--- src/rtl/fix_pkg.sv ---
`default_nettype none
// ============================================================================
// Module : fix_pkg
// Brief  : Shared types and helpers for the fixed-point accumulator.
//          - fix_acc_state_e: accumulator FSM state encoding.
//          - fix_acc_max/fix_acc_min: two's-complement saturation rails for
//            an accumulator of a given width. The rails are returned
//            zero-extended in a wide vector. Callers size-cast the result
//            down to their own width.
// Rev    : 1.0 - initial release
// ============================================================================
package fix_pkg;

    typedef enum logic [0:0] {
        ACCUM = 1'b0,
        HOLD  = 1'b1
    } fix_acc_state_e;

    // Widest accumulator the rail helpers can describe.
    localparam int FIX_RAIL_W = 128;

    // Most negative value: only the sign bit of the target width is set.
    function automatic logic [FIX_RAIL_W-1:0] fix_acc_min(input int unsigned acc_width);
        logic [FIX_RAIL_W-1:0] w_rail;
        w_rail                = '0;
        w_rail[acc_width - 1] = 1'b1;
        return w_rail;
    endfunction

    // Most positive value: all bits below the sign bit are set.
    function automatic logic [FIX_RAIL_W-1:0] fix_acc_max(input int unsigned acc_width);
        return fix_acc_min(acc_width) - FIX_RAIL_W'(1);
    endfunction

endpackage : fix_pkg
`default_nettype wire

--- src/rtl/fix_sat_adder.sv ---
`default_nettype none
// ============================================================================
// Module : fix_sat_adder
// Brief  : Combinational saturating two's-complement adder.
//          The adder works at ACC_WIDTH+1 bits so that the true sum of two
//          ACC_WIDTH operands is always representable. The result is then
//          clamped back to ACC_WIDTH bits.
// Ports  : i_acc   in  ACC_WIDTH  current accumulator value
//          i_term  in  ACC_WIDTH  term, already sign-extended to ACC_WIDTH
//          o_sum   out ACC_WIDTH  clamped sum
//          o_sat   out 1          the sum was clamped to a rail
// Rev    : 1.0 - initial release
// ============================================================================
module fix_sat_adder
    import fix_pkg::*;
#(
    parameter int ACC_WIDTH = 48
) (
    input  logic [ACC_WIDTH-1:0] i_acc,
    input  logic [ACC_WIDTH-1:0] i_term,
    output logic [ACC_WIDTH-1:0] o_sum,
    output logic                 o_sat
);

    localparam logic [ACC_WIDTH-1:0] c_acc_max = ACC_WIDTH'(fix_acc_max(ACC_WIDTH));
    localparam logic [ACC_WIDTH-1:0] c_acc_min = ACC_WIDTH'(fix_acc_min(ACC_WIDTH));

    logic [ACC_WIDTH:0] w_sum_ext;

    assign w_sum_ext = {i_acc[ACC_WIDTH-1], i_acc} + {i_term[ACC_WIDTH-1], i_term};

    // The extended sum lies outside the ACC_WIDTH range exactly when its
    // two top bits disagree. The top bit gives the direction of the overflow.
    assign o_sat = w_sum_ext[ACC_WIDTH] ^ w_sum_ext[ACC_WIDTH-1];

    always_comb begin
        o_sum = w_sum_ext[ACC_WIDTH-1:0];
        if (o_sat) begin
            o_sum = w_sum_ext[ACC_WIDTH] ? c_acc_min : c_acc_max;
        end
    end

endmodule : fix_sat_adder
`default_nettype wire

--- src/rtl/fix_accumulator.sv ---
`default_nettype none
// ============================================================================
// Module : fix_accumulator
// Brief  : Packet-wise saturating accumulator for fixed-point terms.
//          The block sums the terms of each packet into a wider
//          accumulator. It presents one result per packet, made of the sum,
//          the term count and a sticky overflow flag. A packet closes on
//          in_last_i or when it reaches MAX_TERMS beats. The result is then
//          held until downstream accepts it.
//          ACC_WIDTH must be at least FIXED_OP_WIDTH+1.
// Ports  : clk_i        in  1               clock, rising edge
//          arst_ni      in  1               async active-low reset
//          in_valid_i   in  1               term valid
//          in_ready_o   out 1               block can take a term
//          in_data_i    in  FIXED_OP_WIDTH  term, two's complement
//          in_last_i    in  1               final term of the packet
//          out_valid_o  out 1               result valid
//          out_ready_i  in  1               downstream takes the result
//          out_sum_o    out ACC_WIDTH       saturated packet sum
//          out_count_o  out CNT_WIDTH       terms in the packet
//          out_ovf_o    out 1               some addition saturated
// Rev    : 1.0 - initial release
// ============================================================================
module fix_accumulator
    import fix_pkg::*;
#(
    parameter int FIXED_OP_WIDTH = 40,
    parameter int ACC_WIDTH      = 48,
    parameter int MAX_TERMS      = 256,
    parameter int CNT_WIDTH      = $clog2(MAX_TERMS) + 1
) (
    input  logic                      clk_i,
    input  logic                      arst_ni,
    input  logic                      in_valid_i,
    output logic                      in_ready_o,
    input  logic [FIXED_OP_WIDTH-1:0] in_data_i,
    input  logic                      in_last_i,
    output logic                      out_valid_o,
    input  logic                      out_ready_i,
    output logic [ACC_WIDTH-1:0]      out_sum_o,
    output logic [CNT_WIDTH-1:0]      out_count_o,
    output logic                      out_ovf_o
);

    localparam logic [CNT_WIDTH-1:0] c_max_terms = CNT_WIDTH'(MAX_TERMS);

    fix_acc_state_e         r_state;
    fix_acc_state_e         w_state_nxt;
    logic [ACC_WIDTH-1:0]   r_acc;
    logic [CNT_WIDTH-1:0]   r_cnt;
    logic                   r_ovf;

    logic [ACC_WIDTH-1:0]   w_term;
    logic [ACC_WIDTH-1:0]   w_acc_nxt;
    logic                   w_sat;
    logic [CNT_WIDTH-1:0]   w_cnt_inc;
    logic                   w_accept;
    logic                   w_close;
    logic                   w_out_hs;

    assign w_term    = {{(ACC_WIDTH - FIXED_OP_WIDTH){in_data_i[FIXED_OP_WIDTH-1]}}, in_data_i};
    assign w_cnt_inc = r_cnt + CNT_WIDTH'(1);

    // Ready depends only on state, so a source never sees a valid->ready path.
    assign in_ready_o  = (r_state == ACCUM);
    assign out_valid_o = (r_state == HOLD);

    assign w_accept = in_valid_i && in_ready_o;
    assign w_close  = w_accept && (in_last_i || (w_cnt_inc == c_max_terms));
    assign w_out_hs = out_valid_o && out_ready_i;

    fix_sat_adder #(
        .ACC_WIDTH (ACC_WIDTH)
    ) u_sat_adder (
        .i_acc  (r_acc),
        .i_term (w_term),
        .o_sum  (w_acc_nxt),
        .o_sat  (w_sat)
    );

    // ------------------------------------------------------------------
    // FSM
    // ------------------------------------------------------------------
    always_ff @(posedge clk_i or negedge arst_ni) begin
        if (!arst_ni) begin
            r_state <= ACCUM;
        end else begin
            r_state <= w_state_nxt;
        end
    end

    always_comb begin
        w_state_nxt = r_state;
        case (r_state)
            ACCUM:   if (w_close)  w_state_nxt = HOLD;
            HOLD:    if (w_out_hs) w_state_nxt = ACCUM;
            default: w_state_nxt = ACCUM;
        endcase
    end

    // ------------------------------------------------------------------
    // Accumulator, term counter and sticky overflow. These registers
    // drive the result ports directly, so they stay frozen in HOLD and
    // clear only when the result is taken.
    // ------------------------------------------------------------------
    always_ff @(posedge clk_i or negedge arst_ni) begin
        if (!arst_ni) begin
            r_acc <= '0;
            r_cnt <= '0;
            r_ovf <= 1'b0;
        end else if (w_out_hs) begin
            r_acc <= '0;
            r_cnt <= '0;
            r_ovf <= 1'b0;
        end else if (w_accept) begin
            r_acc <= w_acc_nxt;
            r_cnt <= w_cnt_inc;
            if (w_sat) begin
                r_ovf <= 1'b1;
            end
        end
    end

    assign out_sum_o   = r_acc;
    assign out_count_o = r_cnt;
    assign out_ovf_o   = r_ovf;

endmodule : fix_accumulator
`default_nettype wire

--- config.mk ---
export PLATFORM = sky130hd
export DESIGN_NAME = fix_accumulator
export DESIGN_NICKNAME = d
export VERILOG_FILES = /design/src/rtl/fix_pkg.sv /design/src/rtl/fix_sat_adder.sv /design/src/rtl/fix_accumulator.sv
export SDC_FILE = /design/constraint.sdc
export NUM_CORES = 1
export LEC_CHECK = 0
export BUFFER_PORTS_ARGS = -buffer_cell sky130_fd_sc_hd__buf_2
export CELL_PAD_IN_SITES_DETAIL_PLACEMENT = 0
export CELL_PAD_IN_SITES_GLOBAL_PLACEMENT = 1
export CORE_MARGIN = 8
export CORE_UTILIZATION = 38
export CTS_CLUSTER_DIAMETER = 200
export DETAILED_ROUTE_END_ITERATION = 12
export PLACE_DENSITY = 0.89
export REMOVE_ABC_BUFFERS = 1
export SLEW_MARGIN = 20
export SYNTH_ARGS = -nofsm -noshare
export SYNTH_HDL_FRONTEND = slang
export SYNTH_SLANG_ARGS = --single-unit
--- constraint.sdc ---
create_clock -name clk_i -period 3.25 [get_ports clk_i]
set_input_delay 0.325 -clock clk_i [delete_from_list [all_inputs] [get_ports clk_i]]
set_output_delay 0.325 -clock clk_i [all_outputs]
set_load 0.03 [all_outputs]
==> results.yml <==
run_status:
  outcome: "finished, final reports clean"
die:
  pin_count: 105
  core_um2: 14400
  start_util_pct: 38.4
  die_x_um: 136
  num_rows: 44
  die_h_um: 136
  dieArea_um2: 18600
placement:
  gp_congestion: 0.916
  io_buffers: 104
  hpwl_mm: 13.0
  dpl_cell_area_um2: 6630
clock_network:
  cts-root-buf: "clkbuf_16"
  htreeDepth: 3
  numCtsBuffers: 9
  cts_max_path_buffers: 2
  cts.sinks: 59
  insertion_delay_ns: 0.34
  cts_tree: "done"
  clk_pin_slew_ns: 0.05
route:
  vias_per_cell: 5.49
  drtIter0Drc: 356
  detail_route.wl_per_cell_um: 16.5
  drtPass1Iterations: 7
  vias: 5650
  drc_errors: 0
  routed_wl_mm: 17.0
  antenna_left: 0
final_layout:
  final_area_um2: 7280
  layout-drive-gt1-share_pct: 31.1
  fill_cells: 1412
  regArea_um2: 1480
  fin_nets: 937
  syn_to_final_growth_pct: 32.0
  insertedDiodeCount: 0
  multi_input_area_um2: 3960
sta:
  relSlewSlack_pct: 57.4
  max_slew.worst_pin.slew_ns: 0.637
  post-route-period-util_pct: 98.8
  final_hold_viol_count: 0
  maxSlewViolCount: 0
  rsz0062_at_grt: "yes"
  setup_viol: 0
  final.min_clock_period_ns: 3.21
  max_freq_mhz: 311
  skew_ns: 0.0108
yosys:
  ys_ff_latch: 59
  async_flop_share_pct: 100
  synthAdderAreaFrac_pct: 11.5
  synth-seq-area-share_pct: 26.8
  synth-xor-area-share_pct: 7.49
  synth_area_um2: 5510
  synth-simple-area-share_pct: 20.2
  synth-compound-area-share_pct: 29.0
  synth_flop_cell: "dfrtp_1"
  syn-mean-instance-area_um2: 8.02
  synthCells: 687
  synth_top_family_by_area: "compound AO/OA/AOI/OAI gates"
  synthMuxAreaShare_pct: 0.590
  synthDistinctLibCells: 74
  yosysWarnings: 0
  synth_edf_count: 0
global_route:
  grt-busiest-layer: "met2"
  gr-usage-met1_pct: 23.7
  gr-total-overflow: 0
  gr-usage-all-layers_pct: 18.5
  grt_use_met2_pct: 29.4
  grt_pass1_vias: 5571
  grt_antenna_before_repair: 1
  grt_max_degree: 39
  grtUsageMet3_pct: 5.47
  grt_first_pass_wirelength_mm: 27.7
setup_path:
  ff2ff_setup_slack_ns: 0.04
  r2r_end: "out_sum_o[45]"
  rr_worst_depth: 14
  crit_path_end_kind: "flip-flop"
  path_class: "reg2reg"
  cp_max_fo: 6
  startpoint_type: "flip-flop"
  cp_data_required_time_ns: 3.50
  r2r_start: "out_sum_o[0]"
  cp.arrival_ns: 3.46
hold_path:
  hold_class: "in2reg"
  hold_path_end: "out_ovf_o"
  whs_path_depth: 2
  hold_path_startpoint: "out_ready_i"
pwr:
  p_per_area_nw_per_um2: 1340
  power_mw: 9.78
  p_leak_nw: 3.46
  vdd_drop_max_uv: 520
flow_run:
  drv_cap: 0
[layout make-up]
type / count / area share [%]
Clock buffer: 10 / 3.15
Clock inverter: 5 / 1.41
Inverter: 12 / 0.619
Multi-Input combinational cell: 578 / 54.4
Sequential cell: 59 / 20.3
Tap cell: 184 / 3.16
Timing Repair Buffer: 182 / 16.9
[flip-flops by register name, indices dropped and copies added (netlist names)]
register     flops
out_count_o      9
out_ovf_o        1
out_valid_o      1
out_sum_o       48
[worst max-delay path by stage]
stage                            start       endpoint  slack (ns)  depth (start not counted)
after floorplan           out_sum_o[0]  out_sum_o[17]       -0.51                         12
after global placement    in_data_i[0]  out_sum_o[17]       -0.11                         12
after detailed placement  in_data_i[0]  out_sum_o[45]       -0.19                         13
after CTS                 out_sum_o[0]  out_sum_o[41]       -0.02                         14
after global routing      out_sum_o[0]   out_sum_o[4]       -0.11                         14
final                     out_sum_o[0]  out_sum_o[45]        0.04                         14
[placed cells by master (no fill, tap or decap), types with 28 or more instances in the layout]
cell,count
o21ai_0,36
ha_1,45
nand2_1,99
nor2_1,48
buf_4,65
xnor2_1,31
a21oi_1,51
buf_2,104
o21ai_1,28
dfrtp_1,59
[metrics by stage]
step                      setup slack (ns)  TNS [ns]  std cells  hold WS (ns)  util (%)
after floorplan                     -0.510    -20.64        649        0.0294         -
after global placement              -0.106     -1.07       1004         0.342      46.1
after detailed placement            -0.193     -5.00       1004         0.343      46.1
after CTS                          -0.0202    -0.107       1027         0.212      49.5
after global routing                -0.107     -2.69       1030         0.229      50.6
final                               0.0380         0       1030         0.227      50.6
[metal layers]
metal | routed length [um] | up-vias
met3 | 1110 | 24
met5 | 8 | -
met4 | 307 | 2
met2 | 7750 | 142
li1 | - | 2814
met1 | 7840 | 2668
[cell families (layout without fill, tap and decap cells)]
logic type                 Yosys count  count (layout)
and+or+nand+nor                    239             239
DFF                                 59              59
buffers and inverters               50             209
xor gates and xnor gates            45              45
muxes                                3               3
adders and majority gates           50              50
AOI/OAI and AO/OA                  241             241
[report_power, final]
| group | leakage (nW) | switching [mW] | total (mW) | internal (mW) |
|---|---|---|---|---|
| Combinational | 2.57 | 4.15 | 7.31 | 3.16 |
| Sequential | 0.730 | 0.291 | 1.37 | 1.08 |
| Clock | 0.159 | 0.361 | 1.10 | 0.743 |
[cells in the mapped netlist (3+ instances only)]
master	number	area (um^2)
a211oi_1	8	60.1
a21boi_0	3	22.5
a21o_1	26	195
a21oi_1	54	270
a22o_1	3	26.3
a31oi_1	10	62.6
and3_1	5	31.3
and4_1	3	26.3
buf_2	10	50.1
buf_6	5	56.3
clkbuf_1	18	67.6
dfrtp_1	59	1480
ha_1	49	613
inv_1	12	45.0
nand2_1	99	372
nand3_1	19	95.1
nand4_1	11	68.8
nor2_1	56	210
nor2_2	10	62.6
nor2b_1	4	25.0
nor3_1	11	55.1
nor4_1	3	18.8
o211ai_1	6	45.0
o21a_1	5	37.5
o21ai_0	40	200
o21ai_1	29	145
o21ai_2	11	96.3
o21bai_1	9	67.6
o221ai_1	4	35.0
o22ai_1	3	18.8
o31a_1	3	26.3
or2_2	3	18.8
xnor2_1	31	272
xor2_1	13	114
[critical path: stages (launching register included)]
cell and delay [ns]:
dfrtp_1 0.38, ha_2 0.18, fa_2 0.34, a21o_1 0.18
a221o_1 0.37, a31oi_4 0.22, o31ai_4 0.09, nor4b_4 0.27
o21ai_2 0.13, a31oi_4 0.25, xor2_4 0.25, buf_6 0.16
buf_12 0.14, nand2_4 0.06, o211ai_1 0.09
[what timing repair did]
item                                    in CTS  in global routing
setup buffers                                6                  3
hold buffers                                 1                  0
pin swaps                                    6                 17
gates resized for setup                     17                 40
cloned                                       1                  1
endpoints found under the setup margin      41                 48
endpoints found under the hold margin       21                  0
Power figures use the tool's default switching activity.
